===== src/rtl/mult_seq_param_if.sv =====
// Start/operand/result bundle for mult_seq_param.
// signed_op exists only when MULT_SIGNED_EN is defined.
interface mult_seq_param_if #(
    parameter int unsigned A_WIDTH = 32,
    parameter int unsigned B_WIDTH = 32
);
    logic                       start;
    logic [A_WIDTH-1:0]         a;
    logic [B_WIDTH-1:0]         b;
`ifdef MULT_SIGNED_EN
    logic                       signed_op;
`endif
    logic                       busy;
    logic                       done;
    logic [A_WIDTH+B_WIDTH-1:0] product;

    modport master (
`ifdef MULT_SIGNED_EN
        output signed_op,
`endif
        output start, a, b,
        input  busy, done, product
    );

    modport slave (
`ifdef MULT_SIGNED_EN
        input  signed_op,
`endif
        input  start, a, b,
        output busy, done, product
    );
endinterface


===== src/rtl/mult_seq_param.sv =====
// Sequential chunked multiplier: one A_CHUNK x B_CHUNK partial product per cycle.
// Optional two's-complement support (extra FIX state) is enabled by defining MULT_SIGNED_EN.
module mult_seq_param #(
    parameter int unsigned A_WIDTH = 32,
    parameter int unsigned B_WIDTH = 32,
    parameter int unsigned A_CHUNK = 8,
    parameter int unsigned B_CHUNK = 16
) (
    input logic            clk,
    input logic            reset_n,
    mult_seq_param_if.slave bus
);

    localparam int unsigned PW  = A_WIDTH + B_WIDTH;
    localparam int unsigned PPW = A_CHUNK + B_CHUNK;
    localparam int unsigned NA  = A_WIDTH / A_CHUNK;
    localparam int unsigned NB  = B_WIDTH / B_CHUNK;
    localparam int unsigned IW  = (NA > 1) ? $clog2(NA) : 1;
    localparam int unsigned JW  = (NB > 1) ? $clog2(NB) : 1;
    localparam int unsigned SW  = $clog2(PW) + 1;

`ifdef MULT_SIGNED_EN
    typedef enum logic [1:0] {IDLE, RUN, FIX} state_e;
`else
    typedef enum logic {IDLE, RUN} state_e;
`endif

    state_e             state_q;
    logic [A_WIDTH-1:0] a_q;
    logic [B_WIDTH-1:0] b_q;
    logic [IW-1:0]      i_q;
    logic [JW-1:0]      j_q;
    logic [PW-1:0]      product_q;
    logic               busy_q;
    logic               done_q;
`ifdef MULT_SIGNED_EN
    logic               signed_q;
    logic               sign_q;
    logic [A_WIDTH-1:0] a_mag_c;
    logic [B_WIDTH-1:0] b_mag_c;
`endif

    logic [A_CHUNK-1:0] a_chunk_c;
    logic [B_CHUNK-1:0] b_chunk_c;
    logic [PPW-1:0]     pp_c;
    logic [SW-1:0]      shamt_c;
    logic [PW-1:0]      pp_shifted_c;
    logic               last_c;
    logic               i_wrap_c;

    // Current partial product, zero-extended and aligned to its chunk position
    always_comb begin
        a_chunk_c    = A_CHUNK'(a_q >> (32'(i_q) * A_CHUNK));
        b_chunk_c    = B_CHUNK'(b_q >> (32'(j_q) * B_CHUNK));
        pp_c         = PPW'(a_chunk_c) * PPW'(b_chunk_c);
        shamt_c      = SW'(32'(i_q) * A_CHUNK + 32'(j_q) * B_CHUNK);
        pp_shifted_c = PW'(pp_c) << shamt_c;
        i_wrap_c     = (i_q == IW'(NA - 1));
        last_c       = i_wrap_c && (j_q == JW'(NB - 1));
    end

`ifdef MULT_SIGNED_EN
    // Magnitudes; the most negative value maps naturally to 2^(W-1)
    always_comb begin
        a_mag_c = bus.a[A_WIDTH-1] ? A_WIDTH'(-bus.a) : bus.a;
        b_mag_c = bus.b[B_WIDTH-1] ? B_WIDTH'(-bus.b) : bus.b;
    end
`endif

    always_ff @(posedge clk) begin
        if (!reset_n) begin
            state_q   <= IDLE;
            a_q       <= '0;
            b_q       <= '0;
            i_q       <= '0;
            j_q       <= '0;
            product_q <= '0;
            busy_q    <= 1'b0;
            done_q    <= 1'b0;
`ifdef MULT_SIGNED_EN
            signed_q  <= 1'b0;
            sign_q    <= 1'b0;
`endif
        end else begin
            done_q <= 1'b0;
            case (state_q)
                IDLE: begin
                    if (bus.start) begin
`ifdef MULT_SIGNED_EN
                        if (bus.signed_op) begin
                            a_q <= a_mag_c;
                            b_q <= b_mag_c;
                        end else begin
                            a_q <= bus.a;
                            b_q <= bus.b;
                        end
                        signed_q <= bus.signed_op;
                        sign_q   <= bus.signed_op & (bus.a[A_WIDTH-1] ^ bus.b[B_WIDTH-1]);
`else
                        a_q <= bus.a;
                        b_q <= bus.b;
`endif
                        product_q <= '0;
                        i_q       <= '0;
                        j_q       <= '0;
                        busy_q    <= 1'b1;
                        state_q   <= RUN;
                    end
                end
                RUN: begin
                    product_q <= product_q + pp_shifted_c;
                    if (last_c) begin
                        i_q <= '0;
                        j_q <= '0;
`ifdef MULT_SIGNED_EN
                        if (signed_q) begin
                            state_q <= FIX;
                        end else begin
                            state_q <= IDLE;
                            busy_q  <= 1'b0;
                            done_q  <= 1'b1;
                        end
`else
                        state_q <= IDLE;
                        busy_q  <= 1'b0;
                        done_q  <= 1'b1;
`endif
                    end else if (i_wrap_c) begin
                        i_q <= '0;
                        j_q <= j_q + JW'(1);
                    end else begin
                        i_q <= i_q + IW'(1);
                    end
                end
`ifdef MULT_SIGNED_EN
                // Apply the recorded sign to the unsigned magnitude product
                FIX: begin
                    if (sign_q) begin
                        product_q <= -product_q;
                    end
                    state_q <= IDLE;
                    busy_q  <= 1'b0;
                    done_q  <= 1'b1;
                end
`endif
                default: state_q <= IDLE;
            endcase
        end
    end

    assign bus.busy    = busy_q;
    assign bus.done    = done_q;
    assign bus.product = product_q;

endmodule

===== src/flat_wrapper.sv =====
// flat-port wrapper written by rule: the top's interface ports become plain ports
module mult_seq_param_flat 
#(
    parameter int unsigned A_WIDTH = 32,
    parameter int unsigned B_WIDTH = 32,
    parameter int unsigned A_CHUNK = 8,
    parameter int unsigned B_CHUNK = 16
)
  (clk, reset_n, bus_start, bus_a, bus_b, bus_busy, bus_done, bus_product);
  mult_seq_param_if #(.A_WIDTH(A_WIDTH), .B_WIDTH(B_WIDTH)) bus_i ();
  input logic clk;
  input logic reset_n;
  input wire logic [$bits(bus_i.start)-1:0] bus_start;
  input wire logic [$bits(bus_i.a)-1:0] bus_a;
  input wire logic [$bits(bus_i.b)-1:0] bus_b;
  output wire logic [$bits(bus_i.busy)-1:0] bus_busy;
  output wire logic [$bits(bus_i.done)-1:0] bus_done;
  output wire logic [$bits(bus_i.product)-1:0] bus_product;
  assign bus_i.start = bus_start;
  assign bus_i.a = bus_a;
  assign bus_i.b = bus_b;
  assign bus_busy = bus_i.busy;
  assign bus_done = bus_i.done;
  assign bus_product = bus_i.product;
  mult_seq_param #(.A_WIDTH(A_WIDTH), .B_WIDTH(B_WIDTH), .A_CHUNK(A_CHUNK), .B_CHUNK(B_CHUNK)) u_core (.clk(clk), .reset_n(reset_n), .bus(bus_i));
endmodule

===== config.mk =====
export PLATFORM = sky130hd
export DESIGN_NAME = mult_seq_param_flat
export DESIGN_NICKNAME = d
export VERILOG_FILES = /design/src/rtl/mult_seq_param_if.sv /design/src/rtl/mult_seq_param.sv /design/src/flat_wrapper.sv
export SDC_FILE = /design/constraint.sdc
export NUM_CORES = 1
export LEC_CHECK = 0
export BUFFER_PORTS_ARGS = -buffer_cell sky130_fd_sc_hd__buf_2
export CORE_MARGIN = 3
export CORE_UTILIZATION = 30
export DETAILED_ROUTE_END_ITERATION = 7
export HOLD_SLACK_MARGIN = 0.1
export SLEW_MARGIN = 20
export SYNTH_ARGS = -nofsm -noshare
export SYNTH_HDL_FRONTEND = slang
export SYNTH_SLANG_ARGS = --single-unit

===== constraint.sdc =====
create_clock -name clk -period 20.1 [get_ports clk]
set_input_delay 6.03 -clock clk [delete_from_list [all_inputs] [get_ports clk]]
set_output_delay 6.03 -clock clk [all_outputs]
set_load 0.05 [all_outputs]

Word-level counts from Yosys, hierarchy flattened
Index checks and enable logic that the tools add are counted.
{ "word_totals": {"regBits": 134, "latchBits": 0, "mem_bits_rw": 0, "rom_bits": 0, "inputBits": 67, "wordCells": 43, "n_memories": 0} }
{ "classes": {"n_addsub": 4, "mul": 1, "div": 0, "magnitude_cmp": 0, "eq_ne": 4, "n_shift": 3, "mux": 17, "bitwise_logic": 1, "n_reduce_logical": 5} }
{ "op_table": {"columns": ["operator", "count"], "rows": [
  ["$pmux 64 s2", 1],
  ["$add 64x64->64", 1],
  ["$mux 64", 1],
  ["$shl 24x7->64", 1],
  ["$shr 32x5->16", 1],
  ["$shr 32x5->8", 1],
  ["$mul 8x16->24", 1],
  ["$mux 1", 8],
  ["$reduce_and 2->1", 4],
  ["$add 5x5->6", 1],
  ["$mux 2", 3],
  ["$pmux 1 s2", 3],
  ["$ne 2x2->1 const B", 2],
  ["$pmux 2 s2", 1],
  ["$ne 3x3->1 const B", 1],
  ["$add 2x1->2 const B", 1],
  ["$eq 2x2->1 const B", 1],
  ["$add 1x1->1 const B", 1],
  ["$logic_and 1x1->1", 1],
  ["$not 1->1", 1]
]} }

Logic depth before layout (Yosys ltp)
{ "logic_depth": {"depth_word": 5, "mapped_depth": 37} }

Least setup slack after synthesis
Ideal clock, no wire load.
{ "synth_timing": {"kind": "register to register", "from": "register u_core.i_q[0]", "to": "register u_core.product_q[63] (netlist: u_core.bus.product[63])", "t_arrival_ps": 8572, "required_time_ps": 19976, "path_slack_ps": 11404, "stages_incl_launch_ff": 35, "n_path_buf": 4, "period_less_slack_ps": 8696, "path_cell_list": "dfxtp_1 clkbuf_1 clkbuf_1 mux2_2 o21ai_1 clkbuf_1 nor2_1 fa_1 fa_1 fa_1 inv_1 fa_1 inv_1 ha_1 or3_1 o22a_1 a21oi_1 nor3_1 nor2_1 o311ai_1 and3_1 or4_1 a21oi_1 ha_1 clkbuf_1 a21o_1 a31oi_1 o211ai_1 a2111oi_2 or3b_1 a221oi_2 o21ai_1 xnor2_1 a21oi_1 o22ai_1"} }
{ "synth_between": {"elab_chain_len": 5} }
{ "synth_lines": {"columns": ["element", "line_no", "source"], "rows": [
  ["start: declaration", "mult_seq_param.sv:31", "logic [IW-1:0] i_q;"],
  ["start signal: assignment", "mult_seq_param.sv:132", "i_q <= i_q + IW'(1);"],
  ["$shr 32x5->8", "mult_seq_param.sv:53", "a_chunk_c = A_CHUNK'(a_q >> (32'(i_q) * A_CHUNK));"],
  ["$mul 8x16->24", "mult_seq_param.sv:55", "pp_c = PPW'(a_chunk_c) * PPW'(b_chunk_c);"],
  ["$shl 24x7->64 (*)", "mult_seq_param.sv:57", "pp_shifted_c = PW'(pp_c) << shamt_c;"],
  ["$add 64x64->64 (*)", "mult_seq_param.sv:111", "product_q <= product_q + pp_shifted_c;"],
  ["$pmux 64 s2 (*)", "mult_seq_param.sv:86", "case (state_q)"],
  ["end signal: assignment", "mult_seq_param.sv:111", null],
  ["end: declaration", "mult_seq_param.sv:33", "logic [PW-1:0] product_q;"]
]} }
Mark *: on every way between the ends. The rest lies on a longest branch, timed or not.
A chain may end at the register's enable or synchronous reset.

Worst setup path in the final report
Same ends and word-level chain as after synthesis.

==> reports/qor.yml <==
status: "finished, violations left"
violations: "DRC"
place_congestion: 0.9069
rows: 77
start_kind: "register"
cts_tree: "yes"
path_depth: 32
synthMostInstantiatedCell: "nand2_1"
grt_pass1_wl_microns: 69520
drt_iter0_drc: 913
antenna_left: 0
dpl.hpwl_microns: 34280
ys_ff_latch: 134
drt-vias-per-instance: 5.246
yosysTopAreaCell: "dfxtp_1"
yosysSeqAreaShare_pct: 19.74
io_pins: 133
finalSetupViolCount: 0
clkLatencyLatePin_ns: 0.45
hold_slack_ns: 0.4547
hold_class: "register to register"
synth_top_area_share_pct: 19.74
antenna_found_initial: 5
cts_made_buffers: 17
ys_types: 80
io_buffers: 132
drt_pass1_iterations: 7
cts_num_sinks: 134
wire_per_inst_microns: 17.51
slew_viol_final: 0
switching_share_pct: 34.52
grt_use_met2_pct: 29.33
die_h_microns: 218.8
rsz0062_at_grt: "no"
cts_max_level: 4
cp_slowest_cell: "fa_1"
crit_top_cell: "fa_1"
fin_skew_ns: 0.01419
die-width_microns: 218.8
worst_slew_pin_slew_ns: 0.9954
tns_ns: 0
synth_area_leaders: "dfxtp_1 20%, fa_1 13%, ha_1 10%, a21oi_1 7.7%, nand2_1 6.6%"
clk_pin_slew_ns: 0.07
post-cts-setup-buffers: 0
criticalPathCategory: "register to register"
p_sw_mw: 0.2762
cp.arrival_ns: 10.05
grt_max_degree: 77
slowest_delay_ns: 0.56
drv_cap: 0
syn_area_per_cell_sq_um: 7.520
post-route-min-period_ns: 9.674
grt_use_met3_pct: 2.949
nFillCells: 4768
slew_headroom_pct: 31.74
powerDensity_mw_per_mm2: 52.10
syn_inst: 1807
cp_top_family: "compound AO/OA/AOI/OAI gates"
cp_num_buf_inv: 4
drcViolationCount: 2
cts-resized-gates: 0
start_util_pct: 30.53
reg2reg_depth: 32
area_growth_syn_to_layout_pct: 13.02
cp.required_ns: 20.47
ys_top_cells_by_count: "240 x nand2_1, 229 x nor2_1, 209 x a21oi_1"
gr-usage-all-layers_pct: 18.02
clockRootBuffer: "clkbuf_16"
syn_nets: 2068
hold_buffers: 0
irDropWorstVdd_mv: 0.05865
clockBufferDepth: 2
gr-total-overflow: 0
p_int_mw: 0.5239
p_seq_share_pct: 35.4
ys.flop_type: "dfxtp_1"
coreArea_sq_mm: 0.04451
vias: 13000
leakage_nw: 6.932
finalNetCount: 2131
final_hold_viol_count: 0
postRouteWirelength_microns: 43380
gr-usage-met1_pct: 24.67
ff_latch_area_sq_mm: 0.002685
busiest_layer: "met2"
crit_fanout: 41
synthArstFlopShare_pct: 0
period_share_pct: 48.13
multi_input_area_sq_mm: 0.01003
grt_pass1_vias: 12770
netlist_area_sq_mm: 0.01359
ys_warn_count: 0
synth_edf_count: 0
drive_gt1_share_pct: 12.11
clkPwrFrac_pct: 42.8
max_freq_mhz: 103.4
comb_power_share_pct: 21.8
holdPathStages: 2
die-area_sq_mm: 0.04788
end_kind: "register"
-- sequential cells by signal (all words and copies together) (netlist names) --
register	count
u_core.bus.done	1
u_core.j_q	1
u_core.a_q	32
u_core.bus.product	64
u_core.state_q	1
u_core.b_q	32
u_core.i_q	2
u_core.bus.busy	1
-- kinds of logic (layout without fill, tap and decap cells) --
logic type / Yosys count / after routing / share of synthesized area, %
buf+inv: 237 / 313 / 6.694
fa+ha+maj: 194 / 194 / 22.56
mux: 36 / 36 / 2.735
simple gates: 658 / 658 / 21.94
compound gates: 482 / 482 / 22.07
flops: 134 / 134 / 19.74
xor+xnor: 66 / 66 / 4.254
other cells: 0 / 3 / 0
-- worst paths after layout --
path	start	endpoint	slack (ns)
hold reg to reg	u_core.b_q[27]	u_core.b_q[27]	0.45
hold / removal	u_core.b_q[27]	u_core.b_q[27]	0.45
setup reg to reg	u_core.i_q[0]	u_core.bus.product[63]	10.43
setup / recovery	u_core.i_q[0]	u_core.bus.product[63]	10.43
-- per-layer routing --
| layer | up-vias | part of all wire [%] |
|---|---|---|
| li1 | 6345 | - |
| met1 | 6267 | 47 |
| met2 | 328 | 46 |
| met3 | 56 | 4.6 |
| met4 | 4 | 1.9 |
| met5 | - | 0.078 |
-- final cells by class --
class | instances | share of cell area, %
multi-input combinational | 1436 | 65.31
sequential | 134 | 17.48
timing repair buffer | 144 | 4.888
tap | 592 | 4.823
inverter | 137 | 3.357
clock buffer | 17 | 2.770
clock inverter | 15 | 1.320
antenna | 3 | 0.04888
-- power by group through the flow --
| stage | sequential (mW) | clock [mW] | combinational [mW] |
|---|---|---|---|
| after floorplan | 0.295 | 0 | 0.116 |
| after global placement | 0.289 | 0 | 0.171 |
| after detailed placement | 0.289 | 0 | 0.173 |
| after CTS | 0.283 | 0.350 | 0.174 |
| after global routing | 0.285 | 0.360 | 0.195 |
| final | 0.283 | 0.343 | 0.174 |
-- placed cells by master, fill, tap and decap left out, types with 17 or more instances in the layout --
cell type	instances
nand2_1	240
nor2_1	229
a21oi_1	209
inv_1	134
buf_2	132
dfxtp_1	132
ha_1	109
fa_1	85
o21ai_0	62
a21o_1	45
xnor2_1	42
nor3b_1	42
mux2i_1	27
o21bai_1	25
nand4_1	25
xor2_1	24
or2_2	18
and3_1	18
clkbuf_16	17
-- tightest hold or removal path, cell delays in order, from the launching register on --
cell	delay, ns
dfxtp_1	0.31
nand2_1	0.05
a21oi_1	0.05
-- stage by stage --
stage / instances / area, sq um / setup slack (ns) / util (%) / total power [mW]
final: 2478 / 15360 / 10.43 / 34.50 / 0.8001
after CTS: 2475 / 15340 / 10.39 / 34.46 / 0.8068
after global routing: 2476 / 15350 / 9.940 / 34.49 / 0.8391
after detailed placement: 2443 / 14710 / 10.41 / 33.05 / 0.4624
after global placement: 2443 / 14700 / 10.44 / 33.03 / 0.4606
after floorplan: 1807 / 13590 / 11.40 / - / 0.4112
No activity file was read; power rests on OpenSTA's default activity.
